--- src/rtl/comm_recv_demap.sv ---
// comm_recv_demap: BPSK hard-decision demapper packing data-bin bits LSB-first into 128-bit FIFO words.
// Optional low-magnitude decision counter enabled by defining COMM_RECV_LOWMAG_EN.
module comm_recv_demap #(
    parameter int width     = 11,
    parameter int FIRST_BIN = 1,
    parameter int NBINS     = 32,
    parameter int LOWMAG    = 16
) (
    input  logic                    CLK,
    input  logic                    RST,
    input  logic                    valid_i,
    input  logic                    sop_i,
    input  logic signed [width-1:0] xr,
    input  logic signed [width-1:0] xi,
    output logic                    wr_en,
    output logic [127:0]            dout,
    input  logic                    full,
    output logic                    valid_raw,
    output logic [5:0]              raw,
    output logic                    overflow,
    output logic [15:0]             lowmag_cnt
);
    localparam logic [6:0] LO = 7'(FIRST_BIN);
    localparam logic [6:0] HI = 7'(FIRST_BIN + NBINS - 1);

    logic [5:0]   bin_q, bin_d, idx;
    logic [6:0]   cnt_q, cnt_d;
    logic [127:0] sreg_q, sreg_d, dout_q, dout_d, word;
    logic         pending_q, pending_d, overflow_q, overflow_d;
    logic         valid_raw_q, valid_raw_d, raw_q, raw_d;
    logic         is_data, dbit, done, take;
    logic         unused_ok;

    assign wr_en     = pending_q & ~full;
    assign dout      = dout_q;
    assign valid_raw = valid_raw_q;
    assign raw       = {5'd0, raw_q};
    assign overflow  = overflow_q;

    always_comb begin
        idx         = sop_i ? 6'd0 : bin_q;
        is_data     = valid_i && {1'b0, idx} >= LO && {1'b0, idx} <= HI;
        dbit        = ~xr[width-1];
        word        = sreg_q;
        word[cnt_q] = dbit;
        done        = is_data && cnt_q == 7'd127;
        // A completed word may replace the pending one only if that one leaves this cycle
        take        = done && (!pending_q || wr_en);
        bin_d       = valid_i ? idx + 6'd1 : bin_q;
        cnt_d       = is_data ? cnt_q + 7'd1 : cnt_q;
        sreg_d      = is_data ? word : sreg_q;
        dout_d      = take ? word : dout_q;
        pending_d   = take | (pending_q & ~wr_en);
        overflow_d  = overflow_q | (done & ~take);
        valid_raw_d = is_data;
        raw_d       = is_data ? dbit : raw_q;
    end

    always_ff @(posedge CLK) begin
        if (RST) begin
            bin_q       <= '0;
            cnt_q       <= '0;
            sreg_q      <= '0;
            dout_q      <= '0;
            pending_q   <= 1'b0;
            overflow_q  <= 1'b0;
            valid_raw_q <= 1'b0;
            raw_q       <= 1'b0;
        end else begin
            bin_q       <= bin_d;
            cnt_q       <= cnt_d;
            sreg_q      <= sreg_d;
            dout_q      <= dout_d;
            pending_q   <= pending_d;
            overflow_q  <= overflow_d;
            valid_raw_q <= valid_raw_d;
            raw_q       <= raw_d;
        end
    end

`ifdef COMM_RECV_LOWMAG_EN
    logic [15:0]  lowmag_q, lowmag_d;
    logic [width:0] mag;

    assign lowmag_cnt = lowmag_q;
    assign unused_ok  = ^xi;

    always_comb begin
        // One extra bit so the most negative sample has a representable magnitude
        mag      = xr[width-1] ? -{xr[width-1], xr} : {xr[width-1], xr};
        lowmag_d = (is_data && int'(mag) < LOWMAG && lowmag_q != 16'hFFFF) ? lowmag_q + 16'd1 : lowmag_q;
    end

    always_ff @(posedge CLK) begin
        if (RST) lowmag_q <= '0;
        else     lowmag_q <= lowmag_d;
    end
`else
    assign lowmag_cnt = 16'd0;
    assign unused_ok  = ^xi ^ (LOWMAG > 0);
`endif
endmodule

--- config.mk ---
export PLATFORM = sky130hd
export DESIGN_NAME = comm_recv_demap
export DESIGN_NICKNAME = d
export VERILOG_FILES = /design/src/rtl/comm_recv_demap.sv
export SDC_FILE = /design/constraint.sdc
export NUM_CORES = 1
export LEC_CHECK = 0
export CORE_ASPECT_RATIO = 0.7
export CORE_MARGIN = 2
export CORE_UTILIZATION = 27
export DETAILED_ROUTE_END_ITERATION = 10
export HOLD_SLACK_MARGIN = 0.06
export SLEW_MARGIN = 20
export SYNTH_ARGS = -nofsm -noshare
export SYNTH_HDL_FRONTEND = slang
export SYNTH_SLANG_ARGS = --single-unit
--- constraint.sdc ---
create_clock -name CLK -period 3.4 [get_ports CLK]
set_input_delay 0.34 -clock CLK [delete_from_list [all_inputs] [get_ports CLK]]
set_output_delay 0.34 -clock CLK [all_outputs]
set_load 0.05 [all_outputs]
==> qor.csv, run 1 <==
stage;metric;value;unit
run_status;status;finished, final reports clean;
yosys;register bit total from synthesis;273;
grt;GRT Resource Usage Total;0.150;
timing;setup_tns;0;ns
place;dpl ws;0.410;ns
power;Clock power frac;0.465;
clocking;Setup Buffers After CTS;0;
route;initial drt markers;1198;
route;post-DR vias/cell;5.44;
clocking;CTS tree;yes;
critical_path;Crit Path Category;reg -> reg;
power;switching share of power;0.255;
clocking;Clock H-tree levels;1;
power;switching pwr;1.77;mW
clocking;largest buffer count on any clock path;3;
critical_path;CP max-delay cell;dfxtp_1;
final_layout;layout cell share with drive strength beyond 1;0.0931;
grt;first-pass GRT wire length;66.5;mm
yosys;share of Yosys cell area claimed by the top area cell type;0.385;
power;pwr/cell area;412;mW/mm2
critical_path;Arrival @ worst endpoint;3.05;ns
min_path;HP Class;in -> reg;
clocking;Clock Sinks;273;
timing;Rel. slew slack;0.331;
route;drt total wl;42.8;mm
clocking;# resized after CTS;0;
power;leakage power;5.86;nW
timing;fin crit period;2.56;ns
critical_path;CP endpoint kind;flop;
die;Die Wd;278;um
route;via count;12200;
yosys;Post-synth EDFFs;0;
place;DP Wirelength;26.3;mm
power;Tot Pwr;6.95;mW
final_layout;Syn-to-layout area delta;18.9;%
clocking;clock tree root driver cell;clkbuf_16;
die;Die Ht;196;um
final_layout;# fillers;5322;
yosys;Synth Cell Area;0.0142;mm2
critical_path;Slowest Stage Delay on Critical Path;0.98;ns
final_layout;Multi-input gate area;0.00755;mm2
route;post-route ant nets;0;
die;num rows;70;
grt;grt total ovfl;0;
clocking;Hold-fix buffers, CTS;0;
power;P_int;5.18;mW
timing;Finish-stage setup viols;0;
final_layout;ANT cells;0;
timing;clk_skew;0.0122;ns
yosys;Synth area leaders;dfxtp_1 39%, mux2i_1 9.1%, nand2b_1 5.9%;
place;global placer's final weighted congestion;0.718;
yosys;leading area contributor after synthesis;dfxtp_1;
timing;worst slew pin tran;1.00;ns
place;# port buffers;137;
die;die area;0.0544;mm2
die;core area;0.0520;mm2
critical_path;critical path required time;3.89;ns
power;Comb power frac;0.073;
clocking;Clk Latency, worst-skew pair;0.57;ns
clocking;Clock transition at path regs;0.06;ns
die;Starting Density;0.273;
grt;initial antenna violation count;0;
yosys;ys flop type;dfxtp_1;
final_layout;register area;0.00547;mm2
power;sequential fraction of design power;0.462;
critical_path;worst-path cell chain;and4b_1, a21oi_1, a311o_1, mux2i_1;
timing;hold violation count in the final report;0;
yosys;Ys Warns;0;
route;Post-route DRC;0;
die;top-level I/O count;180;
flow_run;Max Cap Viol;0;
route;WL/cell;19.1;um
grt;pin count of the biggest net entering global routing;148;
clocking;Num CTS Buffers;30;
yosys;Mean Syn Cell Area;9.30;um2
yosys;register area share after synthesis;0.385;
route;drt pass-1 iters;5;
timing;WHS;0.364;ns
critical_path;Crit Path Max Fanout;20;
timing;Peak Freq;0.391;GHz
grt;vias in the first global route;11500;
timing;final period utilization;0.752;
timing;final worst slack;0.843;ns
final_layout;Final #Nets;1567;
yosys;Cells after Synth;1526;
critical_path;CP startpoint kind;flop;
yosys;Yosys cell types;53;
timing;max-slew violations;0;
timing;RSZ-0062 raised after global routing;no;
yosys;Async S/R FF share, synth;0;
power;VDD IR-drop max;0.328;mV
## routing by layer
layer  vias to the layer above  track usage  wire length (um)
li1                       5758            -                 -
met1                      6057        0.221             20900
met2                       328        0.229             18700
met3                        52       0.0272              2480
met4                         0       0.0280               671
met5                         -            0                 0
## layout by cell type (no fill, tap or decap), types with 5 or more instances in the layout
master,netlist,layout
a21o_1,63,63
a21oi_1,135,135
a311o_1,65,65
a311oi_1,66,66
a41oi_1,66,66
and3_1,11,10
buf_12,0,12
buf_4,43,53
clkbuf_1,119,7
clkbuf_16,0,31
clkbuf_8,0,5
clkdlybuf4s50_1,0,135
clkinv_2,0,8
conb_1,1,21
dfxtp_1,273,271
ha_1,5,5
mux2i_1,129,129
nand2b_1,133,133
nand3_1,67,67
nand3b_1,63,63
nand4_1,65,65
nor2_1,10,10
nor2b_1,7,7
nor4b_4,5,5
o21ai_0,65,65
## kinds of logic after synthesis
group / after synthesis / share of synthesized area
AO/OA/AOI/OAI: 475 / 0.241
adder cells (fa/ha/maj): 5 / 0.00441
buffers and inverters: 249 / 0.0923
flip-flops: 273 / 0.385
multiplexers: 132 / 0.0934
other: 1 / 0.000264
AND/OR/NAND/NOR: 391 / 0.183
## state kept, by name, summed over array words and instances (netlist names)
name and cells:
overflow 1, sreg_q 128, cnt_q 7, bin_q 6
pending_q 1, dout 128, raw_q 1, valid_raw 1
## path summary, 6_finish.rpt
kind	startpoint	end	slack [ns]	cells past startpoint
setup / recovery	cnt_q[5]	dout[62]	0.84	4
hold / removal	RST	sreg_q[6]	0.36	2
setup reg to reg	cnt_q[5]	dout[62]	0.84	4
hold reg to reg	dout[0]	dout[0]	0.47	2
## Yosys cell counts (43+ instances only)
master,count
buf_2,62
nand3b_1,63
a311o_1,65
a21o_1,63
clkbuf_1,119
buf_4,43
mux2i_1,129
a311oi_1,66
a21oi_1,135
a41oi_1,66
nand4_1,65
nand2b_1,133
dfxtp_1,273
nand3_1,67
o21ai_0,65
## stage by stage
stage           util  instance area [um2]  std cells
3_3_place_gp   0.306                15900       2187
2_1_floorplan      -                14300       1546
6_report       0.324                16900       2242
3_5_place_dp   0.306                15900       2187
5_1_grt        0.324                16900       2242
4_1_cts        0.324                16900       2242
## power by group through the flow
stage	combinational [mW]	sequential (mW)	clock, mW
5_1_grt	0.534	3.21	3.45
2_1_floorplan	0.373	3.28	0
3_3_place_gp	0.493	3.28	0
4_1_cts	0.502	3.21	3.33
3_5_place_dp	0.501	3.28	0
6_report	0.505	3.21	3.24
## worst max-delay path: cells and delay by family, from the launching register on
family           cells  cell delay (ns)
AO/OA/AOI/OAI        2             0.55
flip-flops           1             0.98
multiplexers         1             0.13
AND/OR/NAND/NOR      1             0.81
## cell type report
cell class                 instances  share of cell area
sequential                       273               0.324
multi-input combinational       1024               0.448
timing repair buffer             202               0.119
inverter                           4            0.000890
clock inverter                    12             0.00571
clock buffer                      43              0.0516
tap                              684              0.0507
(Power assumes the default switching activity.)
==> run 2, diff against run 1 <==
==> constraint.sdc (replaced) <==
create_clock -name CLK -period 2.6 [get_ports CLK]
set_input_delay 0.26 -clock CLK [delete_from_list [all_inputs] [get_ports CLK]]
set_output_delay 0.26 -clock CLK [all_outputs]
set_load 0.05 [all_outputs]
==> qor.csv, run 2 (same netlist as run 1, synthesis figures left out) <==
stage;metric;value;unit;change
timing;fin crit period;2.26;ns;-0.292 ns
power;switching pwr;2.42;mW;+36%
power;Clock power frac;0.481;;+0.016
critical_path;Crit Path Max Fanout;17;;-15%
critical_path;RR Startpoint;cnt_q[4];;
route;drt pass-1 iters;8;;+3
power;pwr/cell area;544;mW/mm2;+32%
route;Post-route DRC;0;;unchanged
critical_path;Crit Path Category;reg -> reg;;
clocking;Clock Sinks;273;;unchanged
critical_path;CP endpoint kind;flop;;
route;post-route ant nets;0;;unchanged
timing;RSZ-0062 raised after global routing;no;;
grt;vias in the first global route;11400;;-0.73%
power;P_int;7.00;mW;+35%
final_layout;ANT cells;0;;unchanged
power;leakage power;6.09;nW;+3.9%
final_layout;Syn-to-layout area delta;22.0;%;
timing;WHS;0.262;ns;-0.103 ns
clocking;Num CTS Buffers;31;;+3.3%
clocking;largest buffer count on any clock path;3;;unchanged
timing;hold violation count in the final report;0;;unchanged
power;sequential fraction of design power;0.446;;-0.016
timing;Rel. slew slack;0.443;;+0.113
route;WL/cell;19.1;um;+0.35%
grt;first-pass GRT wire length;67.0;mm;+0.75%
timing;worst slew pin tran;0.831;ns;-0.172 ns
critical_path;CP startpoint kind;flop;;
power;switching share of power;0.257;;+0.00178
clocking;Clock transition at path regs;0.06;ns;about the same
die;Starting Density;0.273;;unchanged
critical_path;CP max-delay cell;dfxtp_1;;
grt;pin count of the biggest net entering global routing;112;;-24%
critical_path;delay-heaviest family, CP;flip-flops;;
grt;initial antenna violation count;0;;unchanged
clocking;clock tree root driver cell;clkbuf_16;;
final_layout;final design utilization;0.333;;+0.00839
timing;final period utilization;0.871;;+0.119
min_path;hold wc startpoint;xr[10];;
run_status;status;finished, final reports clean;;
critical_path;critical path required time;3.10;ns;-0.79 ns
critical_path;Arrival @ worst endpoint;2.77;ns;-0.28 ns
die;top-level I/O count;180;;unchanged
min_path;HP Class;in -> reg;;
grt;grt total ovfl;0;;unchanged
route;drt total wl;43.6;mm;+1.9%
final_layout;Final #Nets;1599;;+2.0%
clocking;CTS tree;yes;;
final_layout;# fillers;5270;;-0.98%
final_layout;layout cell share with drive strength beyond 1;0.113;;+0.0200
final_layout;commonest non-fill, non-tap cell in the layout;dfxtp_1;;
power;VDD IR-drop max;0.481;mV;+47%
grt;GRT Resource Usage Total;0.152;;+0.00164
critical_path;Slowest Stage Delay on Critical Path;0.74;ns;-0.24 ns
die;Die Wd;278;um;unchanged
die;num rows;70;;unchanged
flow_run;Max Cap Viol;0;;unchanged
die;Die Ht;196;um;unchanged
place;global placer's final weighted congestion;0.744;;+3.5%
critical_path;Worst Setup SP;cnt_q[4];;
die;die area;0.0544;mm2;unchanged
timing;Peak Freq;0.442;GHz;+13%
timing;Finish-stage setup viols;0;;unchanged
timing;setup_tns;0;ns;unchanged
critical_path;worst-path cell chain;and4b_1, a21oi_1, a311o_1, mux2i_1;;
die;core area;0.0520;mm2;unchanged
clocking;Clk Latency, worst-skew pair;0.59;ns;+0.02 ns
route;post-DR vias/cell;5.41;;-0.62%
timing;max-slew violations;0;;unchanged
critical_path;crit path buf inv count;0;;unchanged
route;initial drt markers;1106;;-7.7%
route;via count;12300;;+0.89%
clocking;Clock H-tree levels;1;;unchanged
clocking;Setup Buffers After CTS;0;;unchanged
place;# port buffers;137;;unchanged
place;DP Wirelength;27.2;mm;+3.3%
final_layout;most frequent cells in the layout;271 x dfxtp_1, 135 x a21oi_1, 135 x clkdlybuf4s50_1, 133 x nand2b_1, 129 x mux2i_1;;
power;Comb power frac;0.073;;about the same
timing;clk_skew;0.0197;ns;+0.00758 ns
run 2: changes by cell type in the layout (fill, tap and decap cells not counted):
cell	before	now
buf_4	53	73
clkbuf_1	7	5
bufinv_16	1	2
clkbuf_8	5	8
buf_12	12	22
inv_6	0	2
clkinv_2	8	7
dlygate4sd3_1	0	1
run 2: final timing paths:
check,to,slack (ns),cells after the start
setup / recovery,dout[119],0.34,4
hold / removal,sreg_q[77],0.26,2
setup reg to reg,dout[119],0.34,4
hold reg to reg,dout[30],0.48,2
run 2: what timing repair did:
action                    in CTS  in global routing
hold endpoints to repair       4                  0
gates resized for setup        0                  0
hold buffers                   1                  0
run 2: layout make-up:
class                      instances  area (um2)  area share
sequential                       273        5470       0.316
inverter                           4        15.0    0.000867
multi-input combinational       1024        7550       0.436
timing repair buffer             233        2380       0.137
tap                              684         856      0.0494
clock inverter                    14         139     0.00802
clock buffer                      44         905      0.0523
run 2: power groups by stage:
stage	sequential [mW]	combinational (mW)	clock [mW]
floorplan	4.29	0.488	0
global placement	4.29	0.669	0
detailed placement	4.29	0.682	0
CTS	4.20	0.684	4.65
global route	4.20	0.731	4.83
finish	4.20	0.688	4.53
run 2: routing by layer:
layer	routed length, um	GRT usage
met5	0	0
met4	917	0.0376
met3	2860	0.0360
met2	18400	0.222
met1	21400	0.223
run 2: stage by stage:
step	power (mW)	worst slack, ns	area, um2	std cells
finish	9.41	0.335	17300	2276
global route	9.76	0.185	17300	2276
CTS	9.53	0.341	17300	2276
detailed placement	4.98	-0.0269	16300	2217
global placement	4.96	0.00746	16300	2217
floorplan	4.78	0.456	14300	1546
==> run 3, diff against run 2 <==
--- a/config.mk
+++ b/config.mk
@@ -9,6 +9,7 @@
 export CORE_MARGIN = 2
 export CORE_UTILIZATION = 27
 export DETAILED_ROUTE_END_ITERATION = 10
+export GPL_ROUTABILITY_DRIVEN = 0
 export HOLD_SLACK_MARGIN = 0.06
 export SLEW_MARGIN = 20
 export SYNTH_ARGS = -nofsm -noshare
==> results of run 3 <==
The final DEF is identical to that of run 2; final timing and power are the same.
==> RTL edit 1: new RTL, config.mk and constraints of run 1 <==
`dout_q` no longer has a reset.
--- a/src/rtl/comm_recv_demap.sv
+++ b/src/rtl/comm_recv_demap.sv
@@ -61,7 +61,6 @@
             bin_q       <= '0;
             cnt_q       <= '0;
             sreg_q      <= '0;
-            dout_q      <= '0;
             pending_q   <= 1'b0;
             overflow_q  <= 1'b0;
             valid_raw_q <= 1'b0;
@@ -70,12 +69,15 @@
             bin_q       <= bin_d;
             cnt_q       <= cnt_d;
             sreg_q      <= sreg_d;
-            dout_q      <= dout_d;
             pending_q   <= pending_d;
             overflow_q  <= overflow_d;
             valid_raw_q <= valid_raw_d;
             raw_q       <= raw_d;
         end
+    end
+
+    always_ff @(posedge CLK) begin
+        dout_q <= dout_d;
     end
 
 `ifdef COMM_RECV_LOWMAG_EN
Behaviour: no difference found for any inputs over 10 cycles, from zero or initial values and one cycle with RST high; that may be too few to reach the edited logic, so the function may still have changed.
==> RTL edit 1 against run 1 <==
  * Design area down 7.3%
  * Via count down 20%
  * Sequential share of layout area up 11 points
  * Synthesized area down 9.5%
  * Count of clock-buffer cells in the layout down 9
  * Power down 2.5%
  * Clock skew down 4.4 ps
  * First-iteration DRC count down 20%
  * Sequential power up 6.5%
  * Setup slack worse by 62 ps
  * Routed wire length down 13%
  * Sequential cell count unchanged
  * Die area down 9.4%
  * Critical path type unchanged
  * Highest routed layer unchanged
==> RTL edit 1: results (changes against run 1) <==
- Largest net degree at the start of global routing: 119 (-20%)
- First-pass GRT wire length: 56.44 mm (-15%)
- Synth Area in Adders: 0.4875% (+0.047 points)
- Wirelength per Cell: 19.63 um (+2.9%)
- Register area share after synthesis: 52.57% (+14 points)
- Reg2reg setup slack: 780 ps (-60 ps)
- Reg2Reg Launch Point: bin_q[0]$_SDFFE_PP0P_
- Maximum fanout along the worst path: 49 (+150%)
- Overall Global Routing Usage: 14.56% (-0.47 points)
- Slowest Stage Delay on Critical Path: 590 ps (-390 ps)
- Mux cell area share after synthesis: 8.951% (-0.39 points)
- Worst r2r dst: dout[106]$_DFFE_PP_
- Post-synthesis area per instance: 10.61 um^2 (+14%)
- Reg2Reg Depth: 8 (+4)
- Hold endpoint: sreg_q[83]$_SDFFE_PP0P_
- Fillers: 4,613 (-13%)
- Top post-synthesis cells by area: edfxtp_1, dfxtp_1, mux2i_1, a31oi_1, nand2b_1
- Placer Congestion: 0.8053 (+12%)
- Cell family contributing the most delay on the critical path: simple AND/OR/NAND/NOR gates
- Slowest CP cell: or4_4
- Antenna violations before repair: 0 (unchanged)
- Outcome: complete, no violations
- Number of buffers created by CTS: 26 (-13%)
- Post-route clock skew: 7.742 ps (-4.411 ps)
- Fin nets: 1,298 (-17%)
- WL final: 37.26 mm (-13%)
- Max IR drop VDD: 326.7 uV (-0.52%)
- Placed Cells: 1,850 (-15%)
- DP Wirelength: 23.13 mm (-12%)
- Yosys cell types: 51 (-3.8%)
- Hold depth: 3 (+1)
- Slew @ Worst Pin: 939.0 ps (-63.85 ps)
- Post-synth top cells: dfxtp_1, a21oi_1, a31oi_1
- Vias in the first global route: 9,074 (-21%)
- Iter 0 DRT Violations: 960 (-20%)
-- RTL edit 1: changes by cell type after synthesis, moves of 65 or more --
| cell | change |
|---|---|
| a31oi_1 | +130 |
| a311o_1 | -65 |
| dfxtp_1 | -128 |
| nand3_1 | -66 |
| edfxtp_1 | +128 |
-- RTL edit 1: layout make-up --
cell class	instances	area [um^2]	share of cell area, %
tap	612	765.7	4.896
multi-input combinational	766	5349	34.20
clock inverter	14	141.4	0.9040
inverter	5	18.77	0.1200
sequential	273	6746	43.14
timing repair buffer	194	1907	12.19
clock buffer	34	711.9	4.552
-- RTL edit 1: power by group --
group          internal [W]  switching, W
clock               0.00170       0.00127
combinational     0.0000950      0.000286
sequential          0.00341    0.00000967
-- RTL edit 1: how the worst max path moves through the flow --
stage                                      from                   to  slack [ps]
final                     bin_q[0]$_SDFFE_PP0P_  dout[106]$_DFFE_PP_         780
after global routing      bin_q[0]$_SDFFE_PP0P_   dout[97]$_DFFE_PP_         620
after CTS                 bin_q[0]$_SDFFE_PP0P_   dout[70]$_DFFE_PP_         770
after detailed placement                  sop_i   dout[94]$_DFFE_PP_         230
after global placement                    sop_i   dout[94]$_DFFE_PP_         310
after floorplan                           sop_i    dout[0]$_DFFE_PP_        -770
-- RTL edit 1: metrics by stage --
stage | total power, W | area, um^2 | worst slack, ps
3_5_place_dp | 0.003871 | 14790 | 226.1
6_report | 0.006777 | 15640 | 781.2
5_1_grt | 0.006996 | 15640 | 615.9
4_1_cts | 0.006831 | 15640 | 771.7
3_3_place_gp | 0.003868 | 14790 | 312.8
2_1_floorplan | 0.003782 | 12960 | -770.8
-- RTL edit 1: metal layers --
metal  GRT usage, %  vias to the layer above  routed length, um
met1          21.49                     4741              17490
li1               -                     4645                  -
met5              0                        -                  0
met2          22.41                      313              16840
met3          2.692                       42               2404
met4          2.382                        0                520
==> RTL edit 2: new RTL, flow settings as in run 1 <==
Made on the original files. Change the parameter `FIRST_BIN` from 1 to 0.
--- a/src/rtl/comm_recv_demap.sv
+++ b/src/rtl/comm_recv_demap.sv
@@ -2,7 +2,7 @@
 // Optional low-magnitude decision counter enabled by defining COMM_RECV_LOWMAG_EN.
 module comm_recv_demap #(
     parameter int width     = 11,
-    parameter int FIRST_BIN = 1,
+    parameter int FIRST_BIN = 0,
     parameter int NBINS     = 32,
     parameter int LOWMAG    = 16
 ) (
Behaviour: not the same (Yosys sat finds a counterexample within 4 cycles, from zero or initial values and one cycle with RST high).
==> RTL edit 2 against run 1 <==
  * Design area decreased by 16%
  * Hold slack got worse by 210 ps
  * Routed wire length decreased by 19%
  * Setup slack improved by 130 ps
  * Power decreased by 3.7%
  * Synthesized area decreased by 18%
  * Sequential cell count unchanged
  * Final cell count decreased by 19%
==> RTL edit 2: results (changes against run 1) <==
- Cell Int Power: 0.005105 W (-1.5%)
- Placed instance area: 13,240 um^2 (-17%)
- M1 GR Usage: 22.48% (+0.33 points)
- Final min period: 2431 ps (-125.4 ps)
- Multi-input logic area: 5288 um^2 (-30%)
- Logic pwr share: 5.1% (-2.2 points)
- DP Wirelength: 20.21 mm (-23%)
- Slowest Stage Delay on Critical Path: 870 ps (-110 ps)
- Wirelength per Cell: 19.18 um (+0.58%)
- NonClk Buf Share: 12.65% (+0.70 points)
- Ratio of cells with drive above 1 in the final layout: 9.509% (+0.20 points)
- Post-synth top cells: dfxtp_1, a21oi_1, a311oi_1, a31oi_1, a22o_1
- Clock Latency Late Sink: 550 ps (-20 ps)
- Slew HR: 29.84% (-3.2 points)
- CLK BUF: 44 (+2.3%)
- Hold endpoint: overflow$_SDFF_PP0_
- CP endpoint: sreg_q[63]$_SDFFE_PP0P_
- Yosys cell types: 36 (-32%)
- Count of multi-input gates: 756 (-26%)
- Max IR drop VDD: 346.3 uV (+5.4%)
- Met2 wire length: 14.96 mm (-20%)
- Leak pwr: 4.595 nW (-22%)
- Met3 GRT Util: 2.713% (about the same)
- Top post-synthesis cells by area: dfxtp_1, a21oi_1, a311oi_1, a22o_1, a31oi_1
- Fillers: 4,256 (-20%)
- Clock-net power: 0.00314 W (-3%)
- Post-DR vias/cell: 5.408 (-0.58%)
- Multi-input combinational area share: 37.35% (-7.4 points)
- Vias in the first global route: 8,465 (-26%)
- Outcome: complete, no violations
- Met3 wire length: 2.147 mm (-13%)
- Cell family contributing the most delay on the critical path: simple AND/OR/NAND/NOR gates
- CORE AREA: 42,330 um^2 (-19%)
- M2 GR Usage: 21.77% (-1.1 points)
- Storage cell area: 5466 um^2 (about the same)
- Largest net degree at the start of global routing: 129 (-13%)
- Metal-1 WL: 17.14 mm (-18%)
- Post-route clock skew: 8.462 ps (-3.692 ps)
- Pre-CTS WS: 673.5 ps (+264.0 ps)
- Reg2Reg Depth: 5 (+1)
- Number of buffers created by CTS: 28 (-6.7%)
- Slowest CP cell: and4b_1
- Fin nets: 1,272 (-19%)
- Maximum fanout along the worst path: 30 (+50%)
- Placer Congestion: 0.7216 (+0.45%)
-- RTL edit 2: cell types whose count changed after synthesis, sizes merged, moves of 64 or more --
cell	change
mux2i	-127
a21oi	+125
a22o	+128
nand2b	-131
a41oi	-66
nand3	-64
o21ai	-68
a311o	-65
a31oi	+128
-- RTL edit 2: kinds of logic (layout without fill, tap and decap cells) --
logic type / after synthesis / count (layout) / synth area share (%)
muxes: 4 / 4 / 0.3669
adders and majority gates: 2 / 2 / 0.2158
xor gates and xnor gates: 6 / 6 / 0.4533
and+or+nand+nor: 73 / 73 / 4.533
DFF: 273 / 273 / 47.14
other: 1 / 21 / 0.03235
buffers and inverters: 228 / 233 / 9.422
AOI/OAI and AO/OA: 650 / 650 / 37.84
-- RTL edit 2: metrics by stage --
stage               hold WS, ps  total power (W)  cells
finish                    154.7         0.006699   1814
global route              157.4         0.006927   1814
CTS                       130.6         0.006771   1814
detailed placement        462.8         0.003632   1765
global placement          463.6         0.003628   1765
floorplan                 458.8         0.003549   1257
